`src/rtl/fp32_mul_result_stage.sv`:
```
// Registered result stage for the fp32 multiplier: classifies each product, keeps sticky flags and counters.
// One cycle from push to out_valid; in_ready falls only from registered occupancy, with no bypass when full.
module fp32_mul_result_stage #(
  parameter int DEPTH = 4,
  parameter int CNT_W = 16
) (
  input  logic                       clk,
  input  logic                       rst_n,
  input  logic                       in_valid,
  output logic                       in_ready,
  input  logic [31:0]                in_a,
  input  logic [31:0]                in_b,
  input  logic [31:0]                in_result,
  output logic                       out_valid,
  input  logic                       out_ready,
  output logic [31:0]                out_result,
  output logic [2:0]                 out_class,
  output logic [$clog2(DEPTH):0]     level,
  input  logic                       clr_flags,
  output logic                       flag_invalid,
  output logic                       flag_overflow,
  output logic                       flag_underflow,
  output logic [CNT_W-1:0]           cnt_total,
  output logic [CNT_W-1:0]           cnt_exc
);
  localparam int AW = $clog2(DEPTH);
  localparam int LW = AW + 1;

  localparam logic [2:0] C_NORM = 3'd0;
  localparam logic [2:0] C_ZERO = 3'd1;
  localparam logic [2:0] C_DEN  = 3'd2;
  localparam logic [2:0] C_INF  = 3'd3;
  localparam logic [2:0] C_NAN  = 3'd4;

  function automatic logic [2:0] classify(input logic [31:0] v);
    logic [2:0] c;
    c = C_NORM;
    if (v[30:23] == 8'hFF) c = (v[22:0] != 23'd0) ? C_NAN : C_INF;
    else if (v[30:23] == 8'h00) c = (v[22:0] != 23'd0) ? C_DEN : C_ZERO;
    return c;
  endfunction

  logic [34:0]      mem_q [DEPTH];
  logic [34:0]      last_q, last_d;
  logic [AW-1:0]    wr_ptr_q, wr_ptr_d;
  logic [AW-1:0]    rd_ptr_q, rd_ptr_d;
  logic [LW-1:0]    level_q, level_d;
  logic             inv_q, inv_d, ovf_q, ovf_d, unf_q, unf_d;
  logic [CNT_W-1:0] tot_q, tot_d, exc_q, exc_d;
  logic [CNT_W-1:0] tot_base, exc_base;

  logic       push, pop;
  logic [2:0] res_cls, a_cls, b_cls;
  logic       inv_c, ovf_c, unf_c, exc_c;
  logic [34:0] head;

  assign in_ready  = (level_q < LW'(DEPTH));
  assign out_valid = (level_q != '0);
  assign push      = in_valid & in_ready;
  assign pop       = out_valid & out_ready;
  assign head      = mem_q[rd_ptr_q];

  // When empty the outputs show the most recently popped entry, not stale storage.
  assign out_result = out_valid ? head[34:3] : last_q[34:3];
  assign out_class  = out_valid ? head[2:0]  : last_q[2:0];
  assign level          = level_q;
  assign flag_invalid   = inv_q;
  assign flag_overflow  = ovf_q;
  assign flag_underflow = unf_q;
  assign cnt_total      = tot_q;
  assign cnt_exc        = exc_q;

  always_comb begin
    res_cls = classify(in_result);
    a_cls   = classify(in_a);
    b_cls   = classify(in_b);
    inv_c   = (res_cls == C_NAN);
    ovf_c   = (res_cls == C_INF) &&
              (a_cls != C_INF) && (a_cls != C_NAN) &&
              (b_cls != C_INF) && (b_cls != C_NAN);
    unf_c   = ((res_cls == C_ZERO) || (res_cls == C_DEN)) &&
              (a_cls != C_ZERO) && (a_cls != C_DEN) &&
              (b_cls != C_ZERO) && (b_cls != C_DEN);
    exc_c   = inv_c | ovf_c | unf_c;
  end

  always_comb begin
    wr_ptr_d = wr_ptr_q;
    rd_ptr_d = rd_ptr_q;
    level_d  = level_q;
    last_d   = last_q;
    if (push) wr_ptr_d = wr_ptr_q + AW'(1);
    if (pop) begin
      rd_ptr_d = rd_ptr_q + AW'(1);
      last_d   = head;
    end
    if (push && !pop) level_d = level_q + LW'(1);
    else if (pop && !push) level_d = level_q - LW'(1);

    // Clear first, then apply this cycle's set/increment so a same-cycle event survives.
    inv_d    = (clr_flags ? 1'b0 : inv_q) | (push & inv_c);
    ovf_d    = (clr_flags ? 1'b0 : ovf_q) | (push & ovf_c);
    unf_d    = (clr_flags ? 1'b0 : unf_q) | (push & unf_c);
    tot_base = clr_flags ? '0 : tot_q;
    exc_base = clr_flags ? '0 : exc_q;
    tot_d    = (push && (tot_base != '1)) ? tot_base + CNT_W'(1) : tot_base;
    exc_d    = (push && exc_c && (exc_base != '1)) ? exc_base + CNT_W'(1) : exc_base;
  end

  always_ff @(posedge clk or negedge rst_n) begin
    if (!rst_n) begin
      wr_ptr_q <= '0;
      rd_ptr_q <= '0;
      level_q  <= '0;
      last_q   <= '0;
      inv_q    <= 1'b0;
      ovf_q    <= 1'b0;
      unf_q    <= 1'b0;
      tot_q    <= '0;
      exc_q    <= '0;
    end else begin
      wr_ptr_q <= wr_ptr_d;
      rd_ptr_q <= rd_ptr_d;
      level_q  <= level_d;
      last_q   <= last_d;
      inv_q    <= inv_d;
      ovf_q    <= ovf_d;
      unf_q    <= unf_d;
      tot_q    <= tot_d;
      exc_q    <= exc_d;
    end
  end

  always_ff @(posedge clk) begin
    if (push) mem_q[wr_ptr_q] <= {in_result, res_cls};
  end
endmodule

```
`config.mk`:
```
export PLATFORM = sky130hd
export DESIGN_NAME = fp32_mul_result_stage
export DESIGN_NICKNAME = d
export VERILOG_FILES = /design/src/rtl/fp32_mul_result_stage.sv
export SDC_FILE = /design/constraint.sdc
export NUM_CORES = 1
export LEC_CHECK = 0
export CELL_PAD_IN_SITES_DETAIL_PLACEMENT = 1
export CELL_PAD_IN_SITES_GLOBAL_PLACEMENT = 2
export CORE_MARGIN = 5
export CORE_UTILIZATION = 24
export CTS_BUF_LIST = sky130_fd_sc_hd__clkbuf_16
export CTS_CLUSTER_SIZE = 10
export DETAILED_ROUTE_END_ITERATION = 6
export PLACE_DENSITY = 0.56
export SYNTH_ARGS = -nofsm -noshare
export SYNTH_HDL_FRONTEND = slang
export SYNTH_SLANG_ARGS = --single-unit
```
`constraint.sdc`:
```
create_clock -name clk -period 6.25 [get_ports clk]
set_input_delay 1.25 -clock clk [delete_from_list [all_inputs] [get_ports clk]]
set_output_delay 1.25 -clock clk [all_outputs]
set_load 0.01 [all_outputs]
```
==> results_dict.tcl, run 1 <==
set metrics [dict create \
    cp-startpoint "rd_ptr_q[0]$_DFFE_PN0P_" \
    vias_per_cell 4.469 \
    overflow 0 \
    synth_cell_type_count 52 \
    root_buffer "clkbuf_16" \
    routabilityCongestion 0.7577 \
    ys_seq_elements 217 \
    synth_fa_ha_area_share_pct 1.170 \
    chipHeight_um 205.7 \
    reg2reg_depth 9 \
    worstPathCellList "buf_4 -> mux4_2 -> mux2_2 -> clkdlybuf4s50_1" \
    peakVddDrop_mv 0.2213 \
    start_kind "register" \
    wl_um 24170 \
    max_freq_mhz 218.3 \
    nets 801 \
    vias 5465 \
    finalSetupViolations 0 \
    register_area_um2 6133 \
    hold_viol_final 0 \
    cts_hold_buffers 0 \
    switching_share_pct 28.98 \
    tns_ps 0 \
    yosysSeqAreaShare_pct 66.68 \
    clk_pin_slew_worst_paths_ps 50 \
    rows 71 \
    status "complete, no violations" \
    worstSetupEndpoint "out_class[2]" \
    synth_fp_nets 663 \
    power_leakage_nw 4.115 \
    io_pins 176 \
    drive_gt1_share_pct 22.64 \
    maxCapViolations 0 \
    first_pass_iters 4 \
    worst_pin_slew_ps 1096 \
    slew_headroom_pct 26.95 \
    worst-r2r-setup-slack_ps 2890 \
    path_class "register to primary output" \
    avgSynthCellArea_um2 16.60 \
    antenna_found_initial 3 \
    pwr-share-clk_pct 28.1 \
    synth_area_um2 9194 \
    synth_edf_count 140 \
    portBuffers 127 \
    clock_skew_ps 16.09 \
    ys.flop_type "edfxtp_1" \
    hp-class "register to register" \
    synth_xor_area_share_pct 2.382 \
    clock-sinks 217 \
    postCtsSetupRepairBufs 0 \
    start_util_pct 24.35 \
    r2r-start "level[2]$_DFFE_PN0P_" \
    die_w_um 205.7 \
    power_density_nw_per_um2 424.0 \
    cts_buffers 27 \
    fill_cells 3896 \
    floorplan.die_area_um2 42320 \
    synth_top_family_by_area "multiplexers" \
    yosys.area_share.simple_pct 8.002 \
    cpMaxStageDelayCell "dfrtp_2" \
    r2r_end "level[2]$_DFFE_PN0P_" \
    ys.warnings.count 0 \
    core_um2 37760 \
    worstPathArrival_ps 3330 \
    hpwl_um 15240 \
    ant_nets 0 \
    synthCells 554 \
    power.switching_mw 1.455 \
    min_period_ps 4580 \
    grt_use_total_pct 11.42 \
    p_int_mw 3.565 \
    yosys-mux-area-fraction_pct 17.62 \
    total_power_mw 5.020 \
    timing.final.crit_share_pct 73.28 \
    worstPathMaxFanout 24 \
    clk_latency_ps 540 \
    postCtsResizedCells 0 \
    synthTopCellsByArea "edfxtp_1, dfrtp_1, mux2_2" \
    drt-wirelength-per-cell_um 19.76 \
    multi_input_area_um2 2922 \
    cp-end-kind "primary output" \
    htreeDepth 1 \
    first_global_vias 6180 \
    pwr-share-seq_pct 40.4 \
    synth_compound_area_share_pct 2.504 \
    combPwrFrac_pct 31.5 \
    yosys.area.top_type "edfxtp_1" \
    cts_tree "yes" \
    critPathMaxStageDelay_ps 960 \
    cts_buffer_depth 3 \
    slew_violations 0 \
    grt_max_degree 61 \
    grt_pass1_wl_um 37360 \
    crit_required_ps 5000 \
    syn_to_final_growth_pct 28.77 \
    synthArstFlopShare_pct 35.48 \
    drt-initial-drc-count 199 \
    rsz0062_at_grt "no" \
    drc 0 \
    synth.top_cell.area_share_pct 45.73 \
]
area by class of cell:
cell class	count	area share [%]
repair buffers	132	11.03
well taps	511	5.401
flip-flops and latches	217	51.81
clock buffers	27	5.707
diodes	1	0.02114
clock inverters	21	1.036
inverters	10	0.3171
multi-input cells	304	24.68
worst min-delay path by stage:
stage          depth (start not counted)               startpoint  slack [ps]                       to
2_1_floorplan                          1   last_q[20]$_DFFE_PN0P_         480   last_q[20]$_DFFE_PN0P_
3_3_place_gp                           1  flag_overflow$_DFF_PN0_         480  flag_overflow$_DFF_PN0_
3_5_place_dp                           1   last_q[25]$_DFFE_PN0P_         490   last_q[25]$_DFFE_PN0P_
4_1_cts                                1   last_q[14]$_DFFE_PN0P_         510   last_q[14]$_DFFE_PN0P_
5_1_grt                                1   last_q[28]$_DFFE_PN0P_         520   last_q[28]$_DFFE_PN0P_
6_report                               1   last_q[34]$_DFFE_PN0P_         500   last_q[34]$_DFFE_PN0P_
sequential cells by signal, summed over array words and instances (netlist names), 2 cells and up:
name and flops:
wr_ptr_q 2, cnt_exc 16, level 3, rd_ptr_q 2, last_q 35, cnt_total 16
mem_q 140
cell usage after synthesis, types with 2 or more instances:
cell	number
edfxtp_1	140
dfrtp_1	77
mux2_2	72
mux4_2	35
nand2_1	24
nor2_1	24
clkbuf_1	15
nand4_1	15
xnor2_1	14
nand3_1	13
a21oi_1	11
xor2_1	11
inv_1	9
nor4_1	8
or4_1	8
ha_1	7
buf_2	6
and2_1	5
and3_1	5
nor2b_1	5
o31ai_1	5
or3_1	5
nor3_1	4
and4_1	3
o21ai_0	3
a211oi_1	2
a22o_1	2
o21ai_1	2
power by group through the flow:
stage / Sequential (mW) / Clock (mW) / Combinational, mW
after floorplan: 1.92 / 0 / 1.00
after global placement: 2.05 / 0 / 1.59
after detailed placement: 2.07 / 0 / 1.63
after CTS: 2.04 / 1.47 / 1.64
after global routing: 2.07 / 1.53 / 1.71
final: 2.03 / 1.41 / 1.58
placed cells by master, fill, tap and decap left out, drive strengths merged, types with 14 or more instances in the layout:
master / count
mux2: 73
dfrtp: 77
nand2: 24
clkdlybuf4s50: 126
inv: 24
mux4: 35
edfxtp: 140
nor2: 25
nand4: 16
xnor2: 14
clkbuf: 27
metrics by stage:
step / hold slack, ps / setup slack, ps / cells / area (um^2) / util (%)
2_1_floorplan: 475.4 / 2945 / 554 / 9194 / -
3_5_place_dp: 491.8 / 1899 / 1174 / 11040 / 29.24
3_3_place_gp: 479.2 / 1934 / 1174 / 11040 / 29.24
6_report: 500.3 / 1670 / 1223 / 11840 / 31.36
5_1_grt: 519.5 / 1413 / 1222 / 11840 / 31.35
4_1_cts: 506.6 / 1515 / 1222 / 11840 / 31.35
per-layer routing:
metal / GRT usage [%] / up-vias / routed length [um]
li1: - / 2430 / -
met2: 19.23 / 147 / 11620
met4: 2.416 / 4 / 452
met1: 14.44 / 2843 / 10180
met3: 3.688 / 41 / 1890
met5: 0 / - / 25
logic make-up (layout without fill, tap and decap cells):
group                      after synthesis  in the layout
AOI/OAI and AO/OA                       32             32
adders and majority gates                8              8
buffers and inverters                   33            190
and+or+nand+nor                        130            130
xor gates and xnor gates                25             25
DFF                                    217            217
muxes                                  109            109
other                                    0              1
critical path, delay by kind of cell, from the launching register on:
kind	cells	cell delay [ps]
muxes	2	840
DFF	1	960
buffers and inverters	2	980
No activity file was read; power rests on OpenSTA's default activity.
==> run 2: changes to the inputs <==
==> constraint.sdc (replaced) <==
create_clock -name clk -period 4.5 [get_ports clk]
set_input_delay 0.9 -clock clk [delete_from_list [all_inputs] [get_ports clk]]
set_output_delay 0.9 -clock clk [all_outputs]
set_load 0.01 [all_outputs]
==> run 2 against run 1 <==
Core utilization increased by 0.25 points. Routed wire length increased by 2.0%. Setup slack got worse by 1000 ps. Sequential cell count unchanged. Clock power increased by 36%. Combinational power increased by 46%. Via count increased by 0.42%. Clock-buffer cell count unchanged. First-iteration DRC count decreased by 2.0%. Non-clock buffer count increased by 13. Largest cell class unchanged.
==> results_dict.tcl, run 2 (synthesis gave the netlist of run 1 again) <==
set metrics [dict create \
    status "complete, no violations" \
    portBuffers 127 \
    worstPathCellList "buf_12 -> mux4_2 -> mux2_2 -> clkdlybuf4s50_1" \
    drt-wirelength-per-cell_um 19.95 \
    hp-class "input pin to asynchronous set/reset pin" \
    place_inst 1187 \
    wl_um 24640 \
    first_global_vias 6222 \
    hold_viol_final 0 \
    worst_pin_slew_ps 1069 \
    final_common_cell "edfxtp_1" \
    antenna_found_initial 3 \
    tns_ps 0 \
    max_freq_mhz 260.1 \
    htreeDepth 1 \
    rsz0062_at_grt "no" \
    final_cell_mix "edfxtp_1, clkdlybuf4s50_1, dfrtp_1, mux2_2, mux4_2" \
    cts_tree "yes" \
    largest_reg_flops 140 \
    nets 814 \
    start_util_pct 24.35 \
    root_buffer "clkbuf_16" \
    syn_to_final_growth_pct 29.78 \
    die_w_um 205.7 \
    routabilityCongestion 0.7613 \
    slew_headroom_pct 28.70 \
    cts_buffer_depth 3 \
    clock-sinks 217 \
    cpMaxStageDelayCell "dfrtp_2" \
    first_pass_iters 4 \
    core_um2 37760 \
    start_kind "register" \
    critPathMaxStageDelay_ps 800 \
    maxCapViolations 0 \
    grt_pass1_wl_um 37840 \
    chipHeight_um 205.7 \
    drc 0 \
    path_class "register to primary output" \
    drt-initial-drc-count 195 \
    drive_gt1_share_pct 24.20 \
    overflow 0 \
    min_period_ps 3844 \
    ant_nets 0 \
    vias_per_cell 4.444 \
    regMostFlops "mem_q" \
    setup_slack_ps 655.9 \
    grt_max_degree 52 \
    holdWs_ps 477.4 \
    worstPathMaxFanout 19 \
    peakVddDrop_mv 0.2497 \
    cp_top_family "multiplexers" \
    clk_pin_slew_worst_paths_ps 60 \
    cp-end-kind "primary output" \
    fin_cells 1235 \
    pre_cts_ws_ps 548.7 \
    cts_hold_buffers 0 \
    postCtsResizedCells 0 \
    worstPathArrival_ps 2940 \
    crit_required_ps 3600 \
    finalSetupViolations 0 \
    rows 71 \
    crit_buf_inv 2 \
    cts_buffers 27 \
    reg_top3 "mem_q (140), last_q (35)" \
    floorplan.die_area_um2 42320 \
    timing.final.crit_share_pct 85.42 \
    vias 5488 \
    total_power_mw 6.979 \
    power_density_nw_per_um2 584.9 \
    slew_violations 0 \
    io_pins 176 \
    clock_skew_ps 10.55 \
    power_leakage_nw 4.184 \
    clk_latency_ps 520 \
    postCtsSetupRepairBufs 0 \
    grt_use_total_pct 11.58 \
    hpwl_um 16620 \
]
run 2: cell types whose count changed in the layout (fill, tap and decap cells not counted), sizes merged:
cell,previous run,this run
buf,6,19
clkinv,6,5
run 2: cell type report:
class / instances / area, um^2
fill: 3936 / 25820
multi-input combinational: 304 / 2922
sequential: 217 / 6133
timing repair buffer: 145 / 1416
clock inverter: 20 / 105.1
tap: 511 / 639.4
clock buffer: 27 / 675.6
inverter: 10 / 37.54
antenna: 1 / 2.502
run 2: metal layers:
metal  up-vias  routed length, um  global-route usage (%)
met5         -                 32                       0
met4         4                357                   2.201
met3        31               1656                   3.388
met2       134              11810                   19.65
met1      2864              10780                   14.84
li1       2455                  -                       -
run 2: path summary, 6_finish.rpt:
kind | startpoint | endpoint | slack, ps | cells past startpoint
setup reg to reg | level[2]$_DFFE_PN0P_ | level[2]$_DFFE_PN0P_ | 1670 | 8
hold reg to reg | last_q[13]$_DFFE_PN0P_ | last_q[13]$_DFFE_PN0P_ | 500 | 1
min in group clk | last_q[13]$_DFFE_PN0P_ | last_q[13]$_DFFE_PN0P_ | 500 | 1
setup / recovery | rd_ptr_q[0]$_DFFE_PN0P_ | out_result[3] | 660 | 4
max in group asynchronous | rst_n | rd_ptr_q[1]$_DFFE_PN0P_ | 3080 | 2
hold / removal | rst_n | last_q[15]$_DFFE_PN0P_ | 480 | 1
run 2: metrics by stage:
| stage | util (%) | instance area, um^2 |
|---|---|---|
| after detailed placement | 29.53 | 11150 |
| after global routing | 31.60 | 11930 |
| final | 31.60 | 11930 |
| after CTS | 31.60 | 11930 |
| after global placement | 29.53 | 11150 |
| after floorplan | - | 9194 |
run 2: where the power goes:
part | total (mW) | leakage (nW) | internal (mW) | switching [mW]
combinational | 2.30 | 1.49 | 1.32 | 0.981
sequential | 2.75 | 2.26 | 2.52 | 0.232
clock | 1.92 | 0.436 | 1.13 | 0.794
==> run 3: changes to the inputs <==
--- a/config.mk
+++ b/config.mk
@@ -8,11 +8,12 @@
 export CELL_PAD_IN_SITES_DETAIL_PLACEMENT = 1
 export CELL_PAD_IN_SITES_GLOBAL_PLACEMENT = 2
 export CORE_MARGIN = 5
-export CORE_UTILIZATION = 24
+export CORE_UTILIZATION = 37
 export CTS_BUF_LIST = sky130_fd_sc_hd__clkbuf_16
 export CTS_CLUSTER_SIZE = 10
 export DETAILED_ROUTE_END_ITERATION = 6
-export PLACE_DENSITY = 0.56
+export PLACE_DENSITY = 0.8
+export SLEW_MARGIN = 25
 export SYNTH_ARGS = -nofsm -noshare
 export SYNTH_HDL_FRONTEND = slang
 export SYNTH_SLANG_ARGS = --single-unit
==> run 3 against run 2 <==
Sequential cell count stayed put. Die area decreased by 34%. Register-to-register slack got worse by 20 ps. Sequential share of layout area rose by 1.6 points. Via count is 1.5% lower. Highest routed layer unchanged.
==> results_dict.tcl, run 3 (synthesis gave the netlist of run 1 again) <==
set metrics [dict create \
    rows 57 \
    start_util_pct 37.69 \
    holdWs_ps 428.9 \
    vias 5406 \
    io_pins 176 \
    cts_buffer_depth 3 \
    nets 801 \
    wl_um 22070 \
    routabilityCongestion 0.7964 \
    worstPathMaxFanout 21 \
    postCtsResizedCells 0 \
    final_common_cell "edfxtp_1" \
    chipHeight_um 167.6 \
    place_inst 988 \
    tns_ps 0 \
    slew_headroom_pct 30.77 \
    drive_gt1_share_pct 22.47 \
    power_leakage_nw 4.123 \
    reg_top3 "mem_q (140), last_q (35)" \
    start_kind "register" \
    regMostFlops "mem_q" \
    cts_hold_buffers 0 \
    r2r-start "level[2]$_DFFE_PN0P_" \
    cts_buffers 26 \
    maxCapViolations 0 \
    cpMaxStageDelayCell "dfrtp_2" \
    cp-end-kind "primary output" \
    crit_required_ps 3600 \
    final_cell_mix "edfxtp_1, clkdlybuf4s50_1, dfrtp_1, mux2_2, mux4_2" \
    fill_cells 2377 \
    root_buffer "clkbuf_16" \
    ant_nets 0 \
    portBuffers 127 \
    timing.final.crit_share_pct 84.54 \
    path_class "register to primary output" \
    drc 0 \
    worst-r2r-setup-slack_ps 1650 \
    peakVddDrop_mv 0.2950 \
    worstPathArrival_ps 2900 \
    clock_skew_ps 8.071 \
    htreeDepth 1 \
    postCtsSetupRepairBufs 0 \
    drt-initial-drc-count 180 \
    syn_to_final_growth_pct 25.95 \
    cp-startpoint "rd_ptr_q[0]$_DFFE_PN0P_" \
    total_power_mw 6.829 \
    core_um2 24390 \
    worst_pin_slew_ps 1038 \
    drt-wirelength-per-cell_um 21.30 \
    hpwl_um 14450 \
    die_w_um 167.6 \
    max_freq_mhz 262.9 \
    clock-sinks 217 \
    hp-class "input pin to asynchronous set/reset pin" \
    power_density_nw_per_um2 589.7 \
    slew_violations 0 \
    grt_pass1_wl_um 35210 \
    antennaDiodeCount 0 \
    min_period_ps 3804 \
    r2r_end "level[2]$_DFFE_PN0P_" \
    floorplan.die_area_um2 28100 \
    first_global_vias 6266 \
    largest_reg_flops 140 \
    status "complete, no violations" \
    antenna_found_initial 1 \
    grt_use_total_pct 15.62 \
    grt_max_degree 78 \
    first_pass_iters 4 \
    vias_per_cell 5.218 \
    reg2reg_depth 8 \
    fin_cells 1036 \
    hold_viol_final 0 \
    clk_pin_slew_worst_paths_ps 50 \
    clk_latency_ps 520 \
    critPathMaxStageDelay_ps 750 \
    rsz0062_at_grt "no" \
    finalSetupViolations 0 \
    worstSetupEndpoint "out_result[19]" \
    overflow 0 \
    worstPathCellList "buf_12 -> mux4_2 -> mux2_2 -> clkdlybuf4s50_1" \
    cts_tree "yes" \
]
==> run 3: metal layers <==
layer,vias up,wire (um),GRT usage (%)
met4,2,300,2.893
met5,-,13,0
met1,2808,9184,19.35
li1,2425,-,-
met3,31,1289,4.267
met2,140,11280,27.77
==> run 3: area by class of cell <==
class	instances	area, um^2	share of cell area [%]
inverter	10	37.54	0.3241
timing repair buffer	133	1330	11.49
tap	324	405.4	3.501
clock buffer	26	650.6	5.619
sequential	217	6133	52.97
multi-input combinational	304	2923	25.24
clock inverter	22	100.1	0.8644
==> run 3: how the worst min path moves through the flow <==
| stage | to | slack [ps] | startpoint |
|---|---|---|---|
| 2_1_floorplan | last_q[20]$_DFFE_PN0P_ | 480 | last_q[20]$_DFFE_PN0P_ |
| 3_3_place_gp | flag_overflow$_DFF_PN0_ | 480 | flag_overflow$_DFF_PN0_ |
| 3_5_place_dp | last_q[10]$_DFFE_PN0P_ | 490 | last_q[10]$_DFFE_PN0P_ |
| 4_1_cts | last_q[16]$_DFFE_PN0P_ | 480 | rst_n |
| 5_1_grt | last_q[15]$_DFFE_PN0P_ | 480 | rst_n |
| 6_report | last_q[16]$_DFFE_PN0P_ | 430 | rst_n |
==> run 3: power by group <==
group          switching (mW)  internal, mW  leakage (nW)
clock network           0.769          1.04         0.435
registers               0.270          2.53          2.26
logic                   0.919          1.30          1.43
total                    1.96          4.87          4.12
==> run 3: metrics by stage <==
step	setup slack [ps]	cell area, um^2	utilization (%)
detailed placement	742.5	10830	44.39
CTS	607.1	11580	47.47
global placement	780.1	10820	44.38
global route	535.1	11580	47.48
finish	695.9	11580	47.48
floorplan	1545	9194	-
==> run 3: critical path: cells and delay by family (launching register included) <==
kind	cells	cell delay [ps]
buf+inv	2	790
flops	1	750
mux	2	830
